**src/rtl/sram_rw_initiator.sv**
```systemverilog
// Request-side driver for a single-port masked RW SRAM macro: optional zero-fill after reset,
// valid/ready request stream to RW0 port cycles, read data returned through a 2-entry skid buffer.
module sram_rw_initiator #(
    parameter int unsigned ADDR_W        = 9,
    parameter int unsigned DATA_W        = 256,
    parameter int unsigned MASK_W        = 32,
    parameter bit          INIT_ON_RESET = 1'b1
) (
    input  logic              clock,
    input  logic              reset,

    input  logic              req_valid,
    output logic              req_ready,
    input  logic              req_write,
    input  logic [ADDR_W-1:0] req_addr,
    input  logic [DATA_W-1:0] req_wdata,
    input  logic [MASK_W-1:0] req_wmask,

    output logic              resp_valid,
    input  logic              resp_ready,
    output logic [DATA_W-1:0] resp_rdata,

    output logic              init_done,

    output logic [ADDR_W-1:0] RW0_addr,
    output logic              RW0_en,
    output logic              RW0_wmode,
    output logic [MASK_W-1:0] RW0_wmask,
    output logic [DATA_W-1:0] RW0_wdata,
    input  logic [DATA_W-1:0] RW0_rdata
);

    typedef enum logic [1:0] {StBoot, StInit, StRun} state_e;

    localparam logic [ADDR_W-1:0] LastAddr = {ADDR_W{1'b1}};

    state_e            state_q, state_d;
    logic [ADDR_W-1:0] cnt_q, cnt_d;
    logic              init_done_q, init_done_d;

    logic              inflight_q, inflight_d;
    logic [1:0]        occ_q, occ_d;
    logic              rd_ptr_q, wr_ptr_q;
    logic [DATA_W-1:0] buf_q [2];

    logic              run;
    logic [1:0]        credits;
    logic              accept;
    logic              push;
    logic              pop;

    // ------------------------------------------------------------------
    // Boot / zero-fill / run sequencing
    // ------------------------------------------------------------------
    always_comb begin
        state_d     = state_q;
        cnt_d       = cnt_q;
        init_done_d = init_done_q;
        case (state_q)
            StBoot: begin
                cnt_d = '0;
                if (INIT_ON_RESET) begin
                    state_d = StInit;
                end else begin
                    state_d     = StRun;
                    init_done_d = 1'b1;
                end
            end
            StInit: begin
                cnt_d = cnt_q + 1'b1;
                if (cnt_q == LastAddr) begin
                    state_d     = StRun;
                    init_done_d = 1'b1;
                end
            end
            StRun: begin
                state_d = StRun;
            end
            default: begin
                state_d = StBoot;
            end
        endcase
    end

    always_ff @(posedge clock or posedge reset) begin
        if (reset) begin
            state_q     <= StBoot;
            cnt_q       <= '0;
            init_done_q <= 1'b0;
        end else begin
            state_q     <= state_d;
            cnt_q       <= cnt_d;
            init_done_q <= init_done_d;
        end
    end

    assign init_done = init_done_q;
    assign run       = (state_q == StRun);

    // A read in flight and each buffered word both hold one of the two response credits.
    assign credits   = 2'(inflight_q) + occ_q;
    assign req_ready = run && (credits < 2'd2);
    assign accept    = req_valid && req_ready;

    // ------------------------------------------------------------------
    // SRAM port drive
    // ------------------------------------------------------------------
    always_comb begin
        RW0_en    = 1'b0;
        RW0_wmode = 1'b0;
        RW0_addr  = '0;
        RW0_wmask = '0;
        RW0_wdata = '0;
        case (state_q)
            StInit: begin
                RW0_en    = 1'b1;
                RW0_wmode = 1'b1;
                RW0_addr  = cnt_q;
                RW0_wmask = '1;
            end
            StRun: begin
                RW0_en    = accept;
                RW0_wmode = accept && req_write;
                RW0_addr  = req_addr;
                RW0_wmask = req_wmask;
                RW0_wdata = req_wdata;
            end
            default: begin
                RW0_en = 1'b0;
            end
        endcase
    end

    // ------------------------------------------------------------------
    // Response path: flow-through when the buffer is empty, skid buffer otherwise
    // ------------------------------------------------------------------
    assign resp_valid = (occ_q != 2'd0) || inflight_q;

    always_comb begin
        if (occ_q != 2'd0) begin
            resp_rdata = buf_q[rd_ptr_q];
        end else if (inflight_q) begin
            resp_rdata = RW0_rdata;
        end else begin
            resp_rdata = '0;
        end
    end

    assign push       = inflight_q && !((occ_q == 2'd0) && resp_ready);
    assign pop        = resp_valid && resp_ready && (occ_q != 2'd0);
    assign occ_d      = occ_q + 2'(push) - 2'(pop);
    assign inflight_d = accept && !req_write;

    always_ff @(posedge clock or posedge reset) begin
        if (reset) begin
            inflight_q <= 1'b0;
            occ_q      <= 2'd0;
            rd_ptr_q   <= 1'b0;
            wr_ptr_q   <= 1'b0;
            buf_q[0]   <= '0;
            buf_q[1]   <= '0;
        end else begin
            inflight_q <= inflight_d;
            occ_q      <= occ_d;
            if (push) begin
                buf_q[wr_ptr_q] <= RW0_rdata;
                wr_ptr_q        <= ~wr_ptr_q;
            end
            if (pop) begin
                rd_ptr_q <= ~rd_ptr_q;
            end
        end
    end

    // The credit check on req_ready must make a third buffered word unreachable.
    a_no_overflow: assert property (@(posedge clock) disable iff (reset)
        !(push && !pop && (occ_q == 2'd2)));
    a_occ_bound: assert property (@(posedge clock) disable iff (reset) occ_q <= 2'd2);

endmodule

```
**config.mk**
```make
export PLATFORM = sky130hd
export DESIGN_NAME = sram_rw_initiator
export DESIGN_NICKNAME = d
export VERILOG_FILES = /design/src/rtl/sram_rw_initiator.sv
export SDC_FILE = /design/constraint.sdc
export NUM_CORES = 1
export LEC_CHECK = 0
export ABC_AREA = 1
export BUFFER_PORTS_ARGS = -buffer_cell sky130_fd_sc_hd__buf_2
export CAP_MARGIN = 5
export CORE_AREA = 5 5 431 433
export DETAILED_ROUTE_END_ITERATION = 16
export DIE_AREA = 0 0 436 438
export SLEW_MARGIN = 25
export SYNTH_ARGS = -nofsm -noshare
export SYNTH_HDL_FRONTEND = slang
export SYNTH_SLANG_ARGS = --single-unit
```
**constraint.sdc**
```tcl
create_clock -name clock -period 18.2 [get_ports clock]
set_clock_uncertainty 0.05 [all_clocks]
set_input_delay 3.64 -clock clock [delete_from_list [all_inputs] [get_ports clock]]
set_output_delay 3.64 -clock clock [all_outputs]
set_load 0.05 [all_outputs]
```
---- After elaboration in Yosys (flattened, before gate mapping) ----
Cells that the tools add are included.
W data, S select, Z words.
word-level totals
  bits in registers ....................... 529
  input bits .............................. 558
  output and inout bits ................... 558
  word-level logic and storage cells ...... 58
operators by class
  add/subtract/negate cells ............... 4
  $lt $le $gt $ge ......................... 4
  equality and inequality tests ........... 4
  muxes and demuxes ....................... 16
  bitwise operators ....................... 4
  reductions and logical operators ........ 17
operators by type and width
  cell                   count
  $mux W256              7
  $bwmux W512            1
  $demux W256 S1         1
  $pmux W32 S2           1
  $pmux W9 S2            2
  $add A9 B1 Y9 const B  1
  $eq A9 B9 Y1 const B   1
  $logic_and A1 B1 Y1    9
  $pmux W2 S3            1
  $ge A2 B2 Y1 const B   2
  $logic_not A2 Y1       2
  $not A1 Y2             2
  $pmux W1 S2            2
  $reduce_bool A2 Y1     2
  $add A1 B2 Y2          1
  $add A2 B1 Y2          1
  $eq A2 B1 Y1 const B   1
  $eq A2 B2 Y1 const B   1
  $logic_not A1 Y1       2
  $lt A2 B1 Y1 const B   1
  $lt A2 B2 Y1 const B   1
  $mux W2                1
  $ne A2 B2 Y1 const B   1
  $not A1 Y1             2
  other kinds (3)        3

---- Depth between registers and ports, before layout ----
  word-level depth ........................ 6
  gate-level depth with buffers ........... 9
  depth with buffers taken out ............ 9

---- Worst setup path before layout ----
No wires, ideal clock.
  kind .................................... input to output
  start ................................... in req_valid
  end ..................................... out RW0_wmode
  arrival time ............................ 4.518 ns
  required time ........................... 14.510 ns
  slack ................................... 9.992 ns
  stages .................................. 4
  buffers on the path ..................... 0
  cell sequence ........................... nand4_1 > nand2_1 > nand2_1 > nor2_1
on the way
  word-level cells in the longest chain between the ends .. 3
ends and longest elaborated chain
  what                 line  source
  start, declared      12    input logic req_valid,
  $logic_and A1 B1 Y1  103   assign accept = req_valid && req_ready;
  $logic_and A1 B1 Y1  123   RW0_wmode = accept && req_write;
  $pmux W1 S2          114   case (state_q)
  end, declared        27    output logic RW0_wmode,
Every way passes these cells.

---- Worst setup path after layout ----
  start ................................... in RW0_rdata[162]
  end ..................................... out resp_rdata[162]
on the way
  word-level cells in the longest chain between the ends .. 2
ends and longest elaborated chain
  what             line  source
  start, declared  30    input logic [DATA_W-1:0] RW0_rdata
  $mux W256        142   end else if (inflight_q) begin
  $mux W256        140   if (occ_q != 2'd0) begin
  end, declared    21    output logic [DATA_W-1:0] resp_rdata,
Every way passes these cells.

==> flow_summary_export.csv <==
group,metric,value,unit
synth,synth_top_family_by_area,"compound AO/OA/AOI/OAI gates",
setup_path,critPathKind,"in -> out",
drt,dr.pass1.iters,6,
timing,setup_viol,0,
clock_network,cts.sinks,529,
global_routing,gr-total-overflow,0,
floorplan,fp-row-count,157,
synth,ys_warn_count,0,
cells_and_area,area_delta_synth_final,36.1,%
synth,synth-adder-area-share,0.00318,
run,cap_violations,0,
timing,fin_setup_tns,0,ns
drt,wl,183,mm
worst_hold_path,min_path_type,"reg -> reg",
setup_path,path_buf_inv,3,
synth,syn_inst,3539,
timing,worst_pin_slew,1.05,ns
synth,muxShareOfSynthArea,0,
floorplan,die-area,191000,µm²
setup_path,cp_num_cells,4,
worst_hold_path,min_path_cells,2,
timing,post-route-period-util,0.476,
global_routing,grt_max_degree,153,
setup_path,ff2ff_path_depth,9,
synth,syn_area,27600,µm²
synth,synthDistinctLibCells,30,
clock_network,cts_made_buffers,66,
floorplan,die_w,436,µm
setup_path,cp_cell_sequence,"buf_2 > inv_1 > o22ai_1 > buf_2",
timing,grt_setup_unrepaired,"no",
timing,final_max_slew_viol_count,0,
pwr,peakVddDrop,0.0000558,V
synth,synthTopCellsByArea,"dfrtp_1 48%, nand2_1 11%, o21ai_0 10%",
timing,worst_slew_margin_rel,0.299,
clock_network,clock_latency,0.65,ns
placement,gp_congestion,1.02,
floorplan,start_util,0.152,
drt,drt-initial-drc-count,2239,
pwr,p_leak,0.0202,µW
floorplan,core-area,182000,µm²
clock_network,cts_hold_buf,0,
synth,synth_compound_area_frac,0.235,
timing,max_freq,116,MHz
clock_network,root_buffer,"clkbuf_16",
timing,finalHoldViolCount,0,
setup_path,path_common_cell,"buf_2",
setup_path,critPathRequiredTime,14.51,ns
synth,synth-simple-area-share,0.155,
placement,io_buffer_count,1115,
synth,synth_area_leader_cell,"dfrtp_1",
synth,syn_avg_cell_area,7.79,µm²
cells_and_area,nets,5058,
setup_path,arrival,4.97,ns
setup_path,max_stage_delay,0.64,ns
floorplan,die_y,438,µm
clock_network,post_cts_resized,0,
synth,yosys.area.top_type_share,0.480,
setup_path,crit_path_end_kind,"output pin",
synth,synth_seq_cells,529,
status,outcome,"complete, no violations",
drt,via_count,29352,
synth,synth_nets,4104,
global_routing,track_usage,0.182,
timing,holdWs,0.422,ns
setup_path,crit_family,"buffers and inverters",
clock_network,cts_tree,"yes",
clock_network,clockBufferDepth,3,
global_routing,antenna_found_initial,111,
setup_path,crit_slowest_cell,"o22ai_1",
synth,synth-xor-area-share,0.000954,
setup_path,crit_path_start_kind,"input pin",
drt,vias_per_cell,4.19,
clock_network,h-tree-depth,3,
clock_network,clkTransAtPathRegs,0.05,ns
drt,drc,0,
global_routing,grt_first_pass_wirelength,242,mm
drt,antenna_left,0,
floorplan,io-pin-count,1116,
global_routing,grt_pass1_vias,28822,
synth,ys_seq_area_frac,0.480,
pwr,power_density,71.9,nW/µm²
cells_and_area,drive_above_1_share,0.325,
setup_path,worst-path-max-fanout,3,
placement,dp_hpwl,147,mm
clock_network,postCtsSetupBuffers,0,
timing,min_period,8.66,ns
drt,wire_per_inst,26.1,µm
## state kept, by name, summed over array words and instances, names as in the netlist
signal,count
buf_q,512
cnt_q,9
occ_q,2
state_q,2
inflight_q,1
init_done,1
rd_ptr_q,1
wr_ptr_q,1
## worst register-to-register path: stages, from the launching register on
cell and delay (ns):
dfrtp_1 0.43, nor2_2 0.32, nand2_2 0.14, nand2_2 0.10
or2_4 0.47, buf_4 0.68, buf_4 0.79, buf_4 0.90
nand2_1 0.23, o21ai_2 0.09
## cell type report
| type | instances | area (µm²) |
|---|---|---|
| sequential | 529 | 13200 |
| timing repair buffer | 1153 | 5900 |
| antenna | 70 | 175 |
| clock inverter | 24 | 382 |
| inverter | 532 | 2010 |
| multi-input combinational | 2211 | 10900 |
| tap | 2385 | 2980 |
| clock buffer | 95 | 1900 |
| fill | 20373 | 144000 |
## path summary, 6_finish.rpt
path                                startpoint               to  slack, ns
worst min-delay path                buf_q[309]       buf_q[309]       0.42
min in group asynchronous                reset       buf_q[483]       3.13
worst min register to register      buf_q[309]       buf_q[309]       0.42
max in group asynchronous                reset         rd_ptr_q      11.42
worst max register to register        occ_q[1]       buf_q[341]      13.90
worst max-delay path            RW0_rdata[162]  resp_rdata[162]       9.54
## power by group
group	leakage [µW]	total (µW)	switching [µW]	internal (µW)
Combinational	0.0118	145	97.8	47.4
Sequential	0.00737	1180	0	1180
Clock	0.00111	1370	585	788
## through the flow
stage | area (µm²) | std cells | utilization | power [µW] | setup slack (ns)
2_1_floorplan | 27600 | 3539 | - | 1240 | 7.32
3_3_place_gp | 35000 | 6810 | 0.193 | 1340 | 9.21
3_5_place_dp | 35000 | 6810 | 0.193 | 1350 | 9.47
4_1_cts | 37300 | 6929 | 0.205 | 2740 | 9.47
5_1_grt | 37500 | 6987 | 0.206 | 2800 | 9.52
6_report | 37500 | 6999 | 0.206 | 2690 | 9.54
## Yosys cell counts
cell and instances:
nand2_1 841, clkinv_1 2, nor3_1 1, o21bai_1 1, nor2_1 267, clkbuf_1 158, or2_2 1, clkbuf_2 1
o21ai_2 205, buf_1 9, nor2_2 1, nand3_1 6, o21ai_1 19, nand4_1 2, inv_1 530, o21ai_0 551
xnor2_1 2, or2_1 1, ha_1 7, and3_1 1, nor4_1 1, a22o_1 2, buf_2 46, a21oi_1 42
buf_6 53, xor2_1 1, o22ai_1 256, nand2_2 2, dfrtp_1 529, nand3_2 1
## cell families (layout without fill, tap and decap cells)
family | Yosys count | count (layout)
flip-flops | 529 | 529
AND/OR/NAND/NOR | 1125 | 1125
buffers and inverters | 799 | 1804
adder cells (fa/ha/maj) | 7 | 7
XOR/XNOR | 3 | 3
other | 0 | 70
AO/OA/AOI/OAI | 1076 | 1076
## layer usage
| metal | GRT usage | wire [µm] | vias to the layer above |
|---|---|---|---|
| met4 | 0.142 | 16900 | 28 |
| li1 | - | - | 13313 |
| met5 | 0 | 182 | - |
| met2 | 0.335 | 95200 | 1371 |
| met3 | 0.0763 | 18600 | 403 |
| met1 | 0.154 | 51600 | 14237 |
## placed cells by master, fill, tap and decap left out, drive strengths merged, types with 3 or more instances in the layout
cell,netlist,routed
clkinv,2,17
o22ai,256,256
bufinv,0,3
o21ai,775,775
inv,530,534
a21oi,42,42
nand2,843,843
clkbuf,159,95
dfrtp,529,529
nand3,7,7
diode,0,70
ha,7,7
nor2,268,268
buf,108,1153
(Power assumes the default switching activity.)
